File: src/rtl/viol_rst_if.sv
// Bus between the violation monitors/core and the violation reset controller.
// master = core/monitor side, slave = controller.
interface viol_rst_if #(
  parameter int unsigned N_SRC = 4,
  parameter int unsigned CNT_W = 8
);
  logic [15:0]      pc;
  logic [N_SRC-1:0] viol_req;
  logic             cause_clr;
  logic             sys_rst;
  logic [N_SRC-1:0] cause;
  logic [CNT_W-1:0] viol_cnt;
  logic             rst_busy;

  modport master (
    output pc, viol_req, cause_clr,
    input  sys_rst, cause, viol_cnt, rst_busy
  );

  modport slave (
    input  pc, viol_req, cause_clr,
    output sys_rst, cause, viol_cnt, rst_busy
  );
endinterface

File: src/rtl/viol_rst_ctrl.sv
// Aggregates monitor violation requests into a registered core reset with a
// minimum pulse width, PC-gated release, sticky cause bits and episode count.
module viol_rst_ctrl #(
  parameter int unsigned N_SRC         = 4,
  parameter int unsigned MIN_PULSE     = 8,
  parameter logic [15:0] RESET_HANDLER = 16'h0000,
  parameter int unsigned CNT_W         = 8
) (
  input  logic        clk,
  input  logic        reset_n,
  viol_rst_if.slave   bus
);

  localparam int unsigned PW = (MIN_PULSE > 1) ? $clog2(MIN_PULSE) : 1;
  localparam logic [PW-1:0] RELOAD = PW'(MIN_PULSE - 1);

  typedef enum logic [1:0] {
    IDLE    = 2'b00,
    HOLD    = 2'b01,
    RELEASE = 2'b10
  } state_t;

  state_t           state_q, state_d;
  logic [PW-1:0]    cnt_q, cnt_d;
  logic [N_SRC-1:0] cause_q, cause_d;
  logic [CNT_W-1:0] vcnt_q, vcnt_d;
  logic             sys_rst_q, sys_rst_d;
  logic             any_req;

  assign any_req = |bus.viol_req;

  always_comb begin
    state_d = state_q;
    cnt_d   = cnt_q;
    cause_d = cause_q;
    vcnt_d  = vcnt_q;
    unique case (state_q)
      IDLE: begin
        if (any_req) begin
          // A simultaneous clear is applied before the new episode is recorded.
          state_d = HOLD;
          cnt_d   = RELOAD;
          if (bus.cause_clr) begin
            cause_d = bus.viol_req;
            vcnt_d  = CNT_W'(1);
          end else begin
            cause_d = cause_q | bus.viol_req;
            vcnt_d  = (vcnt_q == '1) ? vcnt_q : vcnt_q + 1'b1;
          end
        end else if (bus.cause_clr) begin
          cause_d = '0;
          vcnt_d  = '0;
        end
      end
      HOLD: begin
        if (any_req) begin
          cnt_d   = RELOAD;
          cause_d = cause_q | bus.viol_req;
        end else if (cnt_q == '0) begin
          state_d = RELEASE;
        end else begin
          cnt_d = cnt_q - 1'b1;
        end
      end
      RELEASE: begin
        if (any_req) begin
          state_d = HOLD;
          cnt_d   = RELOAD;
          cause_d = cause_q | bus.viol_req;
        end else if (bus.pc == RESET_HANDLER) begin
          state_d = IDLE;
        end
      end
      default: begin
        // Unreachable encoding: fail safe into a fresh reset pulse.
        state_d = HOLD;
        cnt_d   = RELOAD;
        cause_d = cause_q | bus.viol_req;
      end
    endcase
    sys_rst_d = (state_d != IDLE);
  end

  always_ff @(posedge clk or negedge reset_n) begin
    if (!reset_n) begin
      state_q   <= IDLE;
      cnt_q     <= '0;
      cause_q   <= '0;
      vcnt_q    <= '0;
      sys_rst_q <= 1'b0;
    end else begin
      state_q   <= state_d;
      cnt_q     <= cnt_d;
      cause_q   <= cause_d;
      vcnt_q    <= vcnt_d;
      sys_rst_q <= sys_rst_d;
    end
  end

  assign bus.sys_rst  = sys_rst_q;
  assign bus.rst_busy = sys_rst_q;
  assign bus.cause    = cause_q;
  assign bus.viol_cnt = vcnt_q;

endmodule

File: src/flat_wrapper.sv
// flat-port wrapper written by rule: the top's interface ports become plain ports
module viol_rst_ctrl_flat 
#(
  parameter int unsigned N_SRC         = 4,
  parameter int unsigned MIN_PULSE     = 8,
  parameter logic [15:0] RESET_HANDLER = 16'h0000,
  parameter int unsigned CNT_W         = 8
)
  (clk, reset_n, bus_pc, bus_viol_req, bus_cause_clr, bus_sys_rst, bus_cause, bus_viol_cnt, bus_rst_busy);
  viol_rst_if #(.N_SRC(N_SRC), .CNT_W(CNT_W)) bus_i ();
  input  logic clk;
  input  logic reset_n;
  input wire logic [$bits(bus_i.pc)-1:0] bus_pc;
  input wire logic [$bits(bus_i.viol_req)-1:0] bus_viol_req;
  input wire logic [$bits(bus_i.cause_clr)-1:0] bus_cause_clr;
  output wire logic [$bits(bus_i.sys_rst)-1:0] bus_sys_rst;
  output wire logic [$bits(bus_i.cause)-1:0] bus_cause;
  output wire logic [$bits(bus_i.viol_cnt)-1:0] bus_viol_cnt;
  output wire logic [$bits(bus_i.rst_busy)-1:0] bus_rst_busy;
  assign bus_i.pc = bus_pc;
  assign bus_i.viol_req = bus_viol_req;
  assign bus_i.cause_clr = bus_cause_clr;
  assign bus_sys_rst = bus_i.sys_rst;
  assign bus_cause = bus_i.cause;
  assign bus_viol_cnt = bus_i.viol_cnt;
  assign bus_rst_busy = bus_i.rst_busy;
  viol_rst_ctrl #(.N_SRC(N_SRC), .MIN_PULSE(MIN_PULSE), .RESET_HANDLER(RESET_HANDLER), .CNT_W(CNT_W)) u_core (.clk(clk), .reset_n(reset_n), .bus(bus_i));
endmodule
File: config.mk
export PLATFORM = sky130hd
export DESIGN_NAME = viol_rst_ctrl_flat
export DESIGN_NICKNAME = d
export VERILOG_FILES = /design/src/rtl/viol_rst_if.sv /design/src/rtl/viol_rst_ctrl.sv /design/src/flat_wrapper.sv
export SDC_FILE = /design/constraint.sdc
export NUM_CORES = 1
export LEC_CHECK = 0
export CAP_MARGIN = 20
export CORE_MARGIN = 2
export CORE_UTILIZATION = 48
export CTS_CLUSTER_SIZE = 12
export DETAILED_ROUTE_END_ITERATION = 12
export PLACE_DENSITY = 0.83
export SYNTH_ARGS = -nofsm -noshare
export SYNTH_HDL_FRONTEND = slang
export SYNTH_SLANG_ARGS = --single-unit
File: constraint.sdc
create_clock -name clk -period 5.6 [get_ports clk]
set_clock_uncertainty 0.15 [all_clocks]
set_input_delay 1.68 -clock clk [delete_from_list [all_inputs] [get_ports clk]]
set_output_delay 1.68 -clock clk [all_outputs]
set_load 0.1 [all_outputs]
==> flow_summary.html <==
<table>
<tr><th>Metric</th><th>Value</th></tr>
<tr><th colspan="2">STA</th></tr>
<tr><td>Unrepaired setup endpoints after global routing</td><td>false</td></tr>
<tr><td>Final count of hold timing violations</td><td>0</td></tr>
<tr><td>Worst hold slack</td><td>342 ps</td></tr>
<tr><td>Setup violators final</td><td>0</td></tr>
<tr><td>Least-Margin Pin Slew</td><td>about 1000 ps</td></tr>
<tr><td>Final worst-path cycle share</td><td>0.685</td></tr>
<tr><td>Final critical-path setup slack</td><td>1770 ps</td></tr>
<tr><td>Max-slew violation total from the final report</td><td>0</td></tr>
<tr><td>Fmax</td><td>~260 MHz</td></tr>
<tr><td>Max_slew headroom</td><td>0.344</td></tr>
<tr><td>Sum of negative setup slack</td><td>0 ps</td></tr>
<tr><td>Min cycle time layout</td><td>3830 ps</td></tr>
<tr><th colspan="2">Pwr</th></tr>
<tr><td>Leakage</td><td>0.600 nW</td></tr>
<tr><td>P per Cell Area</td><td>255 nW/µm²</td></tr>
<tr><td>Maximum resistive drop on vdd</td><td>170 µV</td></tr>
<tr><th colspan="2">Clock network</th></tr>
<tr><td>TritonCTS clock tree</td><td>done</td></tr>
<tr><td>Post_cts resized</td><td>0</td></tr>
<tr><td>Insertion delay to the later sink of the worst-skew pair</td><td>300 ps</td></tr>
<tr><td>Buffers from clock root to sink, at most</td><td>2</td></tr>
<tr><td># H-tree levels</td><td>1</td></tr>
<tr><td>Clock Tree Root</td><td>sky130_fd_sc_hd__clkbuf_4</td></tr>
<tr><td>Postcts setup bufs</td><td>0</td></tr>
<tr><td>Number of sinks driven by the clock tree</td><td>18</td></tr>
<tr><td>Number of buffers inserted during clock tree synthesis</td><td>3</td></tr>
<tr><td>Hold-fix buffers, CTS</td><td>0</td></tr>
<tr><td>Clock slew seen by the registers of the worst setup and hold paths</td><td>110 ps</td></tr>
<tr><th colspan="2">Critical path</th></tr>
<tr><td>List of cells traversed by the critical path</td><td>clkdlybuf4s50_1</td></tr>
<tr><td>Category of the most critical setup path</td><td>flip-flop to primary output</td></tr>
<tr><td>Required time of the critical path</td><td>between 3000 and 4000 ps</td></tr>
<tr><td>Slowest cell on crit path</td><td>sky130_fd_sc_hd__clkdlybuf4s50_1</td></tr>
<tr><td>Largest fanout on the critical path</td><td>9</td></tr>
<tr><td>CP top delay family</td><td>buffers and inverters</td></tr>
<tr><td>Number of buffer and inverter instances along the worst setup path</td><td>1</td></tr>
<tr><td>Arr. time, crit path</td><td>~2000 ps</td></tr>
<tr><td>Largest stage delay on the critical path</td><td>~1200 ps</td></tr>
<tr><td>Kind of capture point of the worst setup path</td><td>primary output</td></tr>
<tr><td>Setup crit start kind</td><td>flip-flop</td></tr>
<tr><th colspan="2">Synthesis</th></tr>
<tr><td>Biggest area contributors in the synthesized netlist</td><td>sky130_fd_sc_hd__dfrtp_1, sky130_fd_sc_hd__ha_1, sky130_fd_sc_hd__o21ai_0</td></tr>
<tr><td>Cell accounting for the most synthesized area</td><td>sky130_fd_sc_hd__dfrtp_1</td></tr>
<tr><td>Cells after synthesis</td><td>119</td></tr>
<tr><td>Total of flip-flops plus latches after synthesis</td><td>18</td></tr>
<tr><td>Total number of yosys warnings</td><td>0</td></tr>
<tr><td>Area share of the largest cell type after synthesis</td><td>0.401</td></tr>
<tr><td>Proportion of synthesized chip area in sequential cells</td><td>0.401</td></tr>
<tr><td>Post-synthesis instance area</td><td>1120 µm²</td></tr>
<tr><td>Average cell area after synthesis</td><td>9.43 µm²</td></tr>
<tr><td>Number of nets in the synthesized netlist</td><td>149</td></tr>
<tr><td>Cell variety after synth</td><td>40</td></tr>
<tr><th colspan="2">Route</th></tr>
<tr><td>DRC violation count after routing</td><td>0</td></tr>
<tr><td>Router iterations before antenna repair</td><td>4</td></tr>
<tr><td>Detail Route Antenna Nets</td><td>0</td></tr>
<tr><td>Overall routed net length</td><td>2.86 mm</td></tr>
<tr><td>Via total after detailed routing</td><td>~1100</td></tr>
<tr><td>Vias per cell</td><td>approximately 6</td></tr>
<tr><td>Detail-routed net length per standard cell</td><td>15.6 µm</td></tr>
<tr><td>Number of DRC markers after the initial detailed-route iteration</td><td>24</td></tr>
<tr><th colspan="2">Global route</th></tr>
<tr><td>GR Util All Layers</td><td>0.232</td></tr>
<tr><td>Antenna violations before repair</td><td>0</td></tr>
<tr><td>Vias in the first global route</td><td>1097</td></tr>
<tr><td>Largest net degree at the start of global routing</td><td>19</td></tr>
<tr><td>Global-route wire length before repair</td><td>4.72 mm</td></tr>
<tr><td>Remaining global-route overflow</td><td>0</td></tr>
<tr><th colspan="2">Place</th></tr>
<tr><td>I/O Buffers</td><td>36</td></tr>
<tr><td>Worst setup timing slack at the placement stage</td><td>1930 ps</td></tr>
<tr><td>HPWL after DPL</td><td>between 2 and 2.5 mm</td></tr>
<tr><td>Final weighted congestion in routability-driven placement</td><td>approximately 0.88</td></tr>
<tr><th colspan="2">Cells and area</th></tr>
<tr><td>Diode count</td><td>0</td></tr>
<tr><td>Count of nets after finishing</td><td>186</td></tr>
<tr><td>Area grow syn2layout</td><td>36.1%</td></tr>
<tr><td>Fraction of final layout cells sized beyond drive strength 1</td><td>0.0516</td></tr>
<tr><td>Filler cells</td><td>178</td></tr>
<tr><th colspan="2">Outcome</th></tr>
<tr><td>Status</td><td>completed</td></tr>
<tr><th colspan="2">Floorplanning</th></tr>
<tr><td>Initial Utilization</td><td>0.507</td></tr>
<tr><td># IOs</td><td>37</td></tr>
<tr><td>DIE HEIGHT</td><td>52.4 µm</td></tr>
<tr><td>Row cnt</td><td>17</td></tr>
<tr><td>Die ar.</td><td>2740 µm²</td></tr>
<tr><td>Horizontal extent of the die</td><td>52.4 µm</td></tr>
<tr><td>Core area</td><td>2210 µm²</td></tr>
<tr><th colspan="2">Run</th></tr>
<tr><td>Max Cap Viol</td><td>0</td></tr>
<tr><th colspan="2">Worst hold path</th></tr>
<tr><td>Type of the worst min-delay path</td><td>flip-flop to flip-flop</td></tr>
</table>
## state kept, by name, indices dropped and copies added, names as in the netlist
| name | flops |
|---|---|
| u_core.state_q | 2 |
| u_core.bus.rst_busy | 1 |
| u_core.cnt_q | 3 |
| u_core.bus.cause | 4 |
| u_core.bus.viol_cnt | 8 |
## path summary, 6_finish.rpt
path	startpoint	end	slack [ps]	cells after the start
setup / recovery	u_core.bus.viol_cnt[2]	bus_viol_cnt[2]	1770	1
hold / removal	u_core.bus.cause[3]	u_core.bus.cause[3]	340	1
setup reg to reg	u_core.state_q[1]	u_core.bus.viol_cnt[7]	3500	5
hold reg to reg	u_core.bus.cause[3]	u_core.bus.cause[3]	340	1
max in group asynchronous	reset_n	u_core.bus.viol_cnt[6]	3100	1
min in group asynchronous	reset_n	u_core.bus.viol_cnt[0]	1700	1
## where the power goes
| part | internal, mW | leakage (nW) | total, mW | switching, mW |
|---|---|---|---|---|
| combinational | 0.0537 | 0.384 | 0.158 | 0.105 |
| clock | 0.0397 | 0.0210 | 0.0827 | 0.0430 |
| sequential | 0.139 | 0.194 | 0.148 | 0.00939 |
## through the flow
step / instance area (µm²) / utilization / cells / total power, mW
final: 1530 / 0.691 / 183 / 0.389
after global routing: 1530 / 0.691 / 183 / 0.409
after CTS: 1530 / 0.691 / 183 / 0.391
after detailed placement: 1490 / 0.674 / 179 / 0.309
after global placement: 1490 / 0.674 / 179 / 0.303
after floorplan: 1120 / - / 119 / 0.263
## per-layer routing
metal	track usage	part of all wire
met4	0.0855	0.0088
met1	0.276	0.41
met2	0.398	0.49
met5	0	0
met3	0.0629	0.094
## Yosys cell counts (all sizes together)
master  number
dfrtp       18
o21ai       10
inv          9
nand2        9
ha           7
nor2         7
a21o         6
nor4         6
a31oi        3
a41oi        3
and3         3
nand3        3
nand4        3
a21boi       2
a21oi        2
a221o        2
a32oi        2
buf          2
clkbuf       2
o21a         2
o22ai        2
or4          2
a31o         1
and2         1
and4         1
nand2b       1
nand3b       1
nand4b       1
nor2b        1
nor3b        1
nor4bb       1
o2111a       1
o221ai       1
o31ai        1
or3          1
or3b         1
## cell type report
class | instances | area, µm² | area share
repair buffers | 36 | 360 | 0.236
flip-flops and latches | 18 | 450 | 0.295
well taps | 28 | 35.0 | 0.0229
inverters | 9 | 33.8 | 0.0221
multi-input cells | 88 | 612 | 0.400
clock buffers | 4 | 36.3 | 0.0238
## logic make-up after synthesis
| group | share of synthesized area |
|---|---|
| buf+inv | 0.0535 |
| simple gates | 0.224 |
| flops | 0.401 |
| compound gates | 0.243 |
| fa+ha+maj | 0.0780 |
## cells in the final DEF (no fill, tap or decap), types with 2 or more instances in the layout
cell | Yosys | layout
sky130_fd_sc_hd__a31oi_1 | 3 | 3
sky130_fd_sc_hd__inv_1 | 9 | 9
sky130_fd_sc_hd__o21ai_0 | 9 | 9
sky130_fd_sc_hd__clkbuf_4 | 0 | 3
sky130_fd_sc_hd__a21o_1 | 6 | 6
sky130_fd_sc_hd__nor4_1 | 5 | 5
sky130_fd_sc_hd__ha_1 | 7 | 7
sky130_fd_sc_hd__and3_1 | 3 | 3
sky130_fd_sc_hd__o21a_1 | 2 | 2
sky130_fd_sc_hd__a21boi_1 | 2 | 2
sky130_fd_sc_hd__dfrtp_1 | 18 | 18
sky130_fd_sc_hd__o22ai_1 | 2 | 2
sky130_fd_sc_hd__nor2_1 | 7 | 7
sky130_fd_sc_hd__a32oi_1 | 2 | 2
sky130_fd_sc_hd__a221o_1 | 2 | 2
sky130_fd_sc_hd__a21oi_1 | 2 | 2
sky130_fd_sc_hd__nand4_1 | 3 | 3
sky130_fd_sc_hd__nand2_1 | 9 | 9
sky130_fd_sc_hd__nand3_1 | 3 | 3
sky130_fd_sc_hd__a41oi_1 | 3 | 3
sky130_fd_sc_hd__clkdlybuf4s50_1 | 0 | 36
No activity file was read; power rests on OpenSTA's default activity.
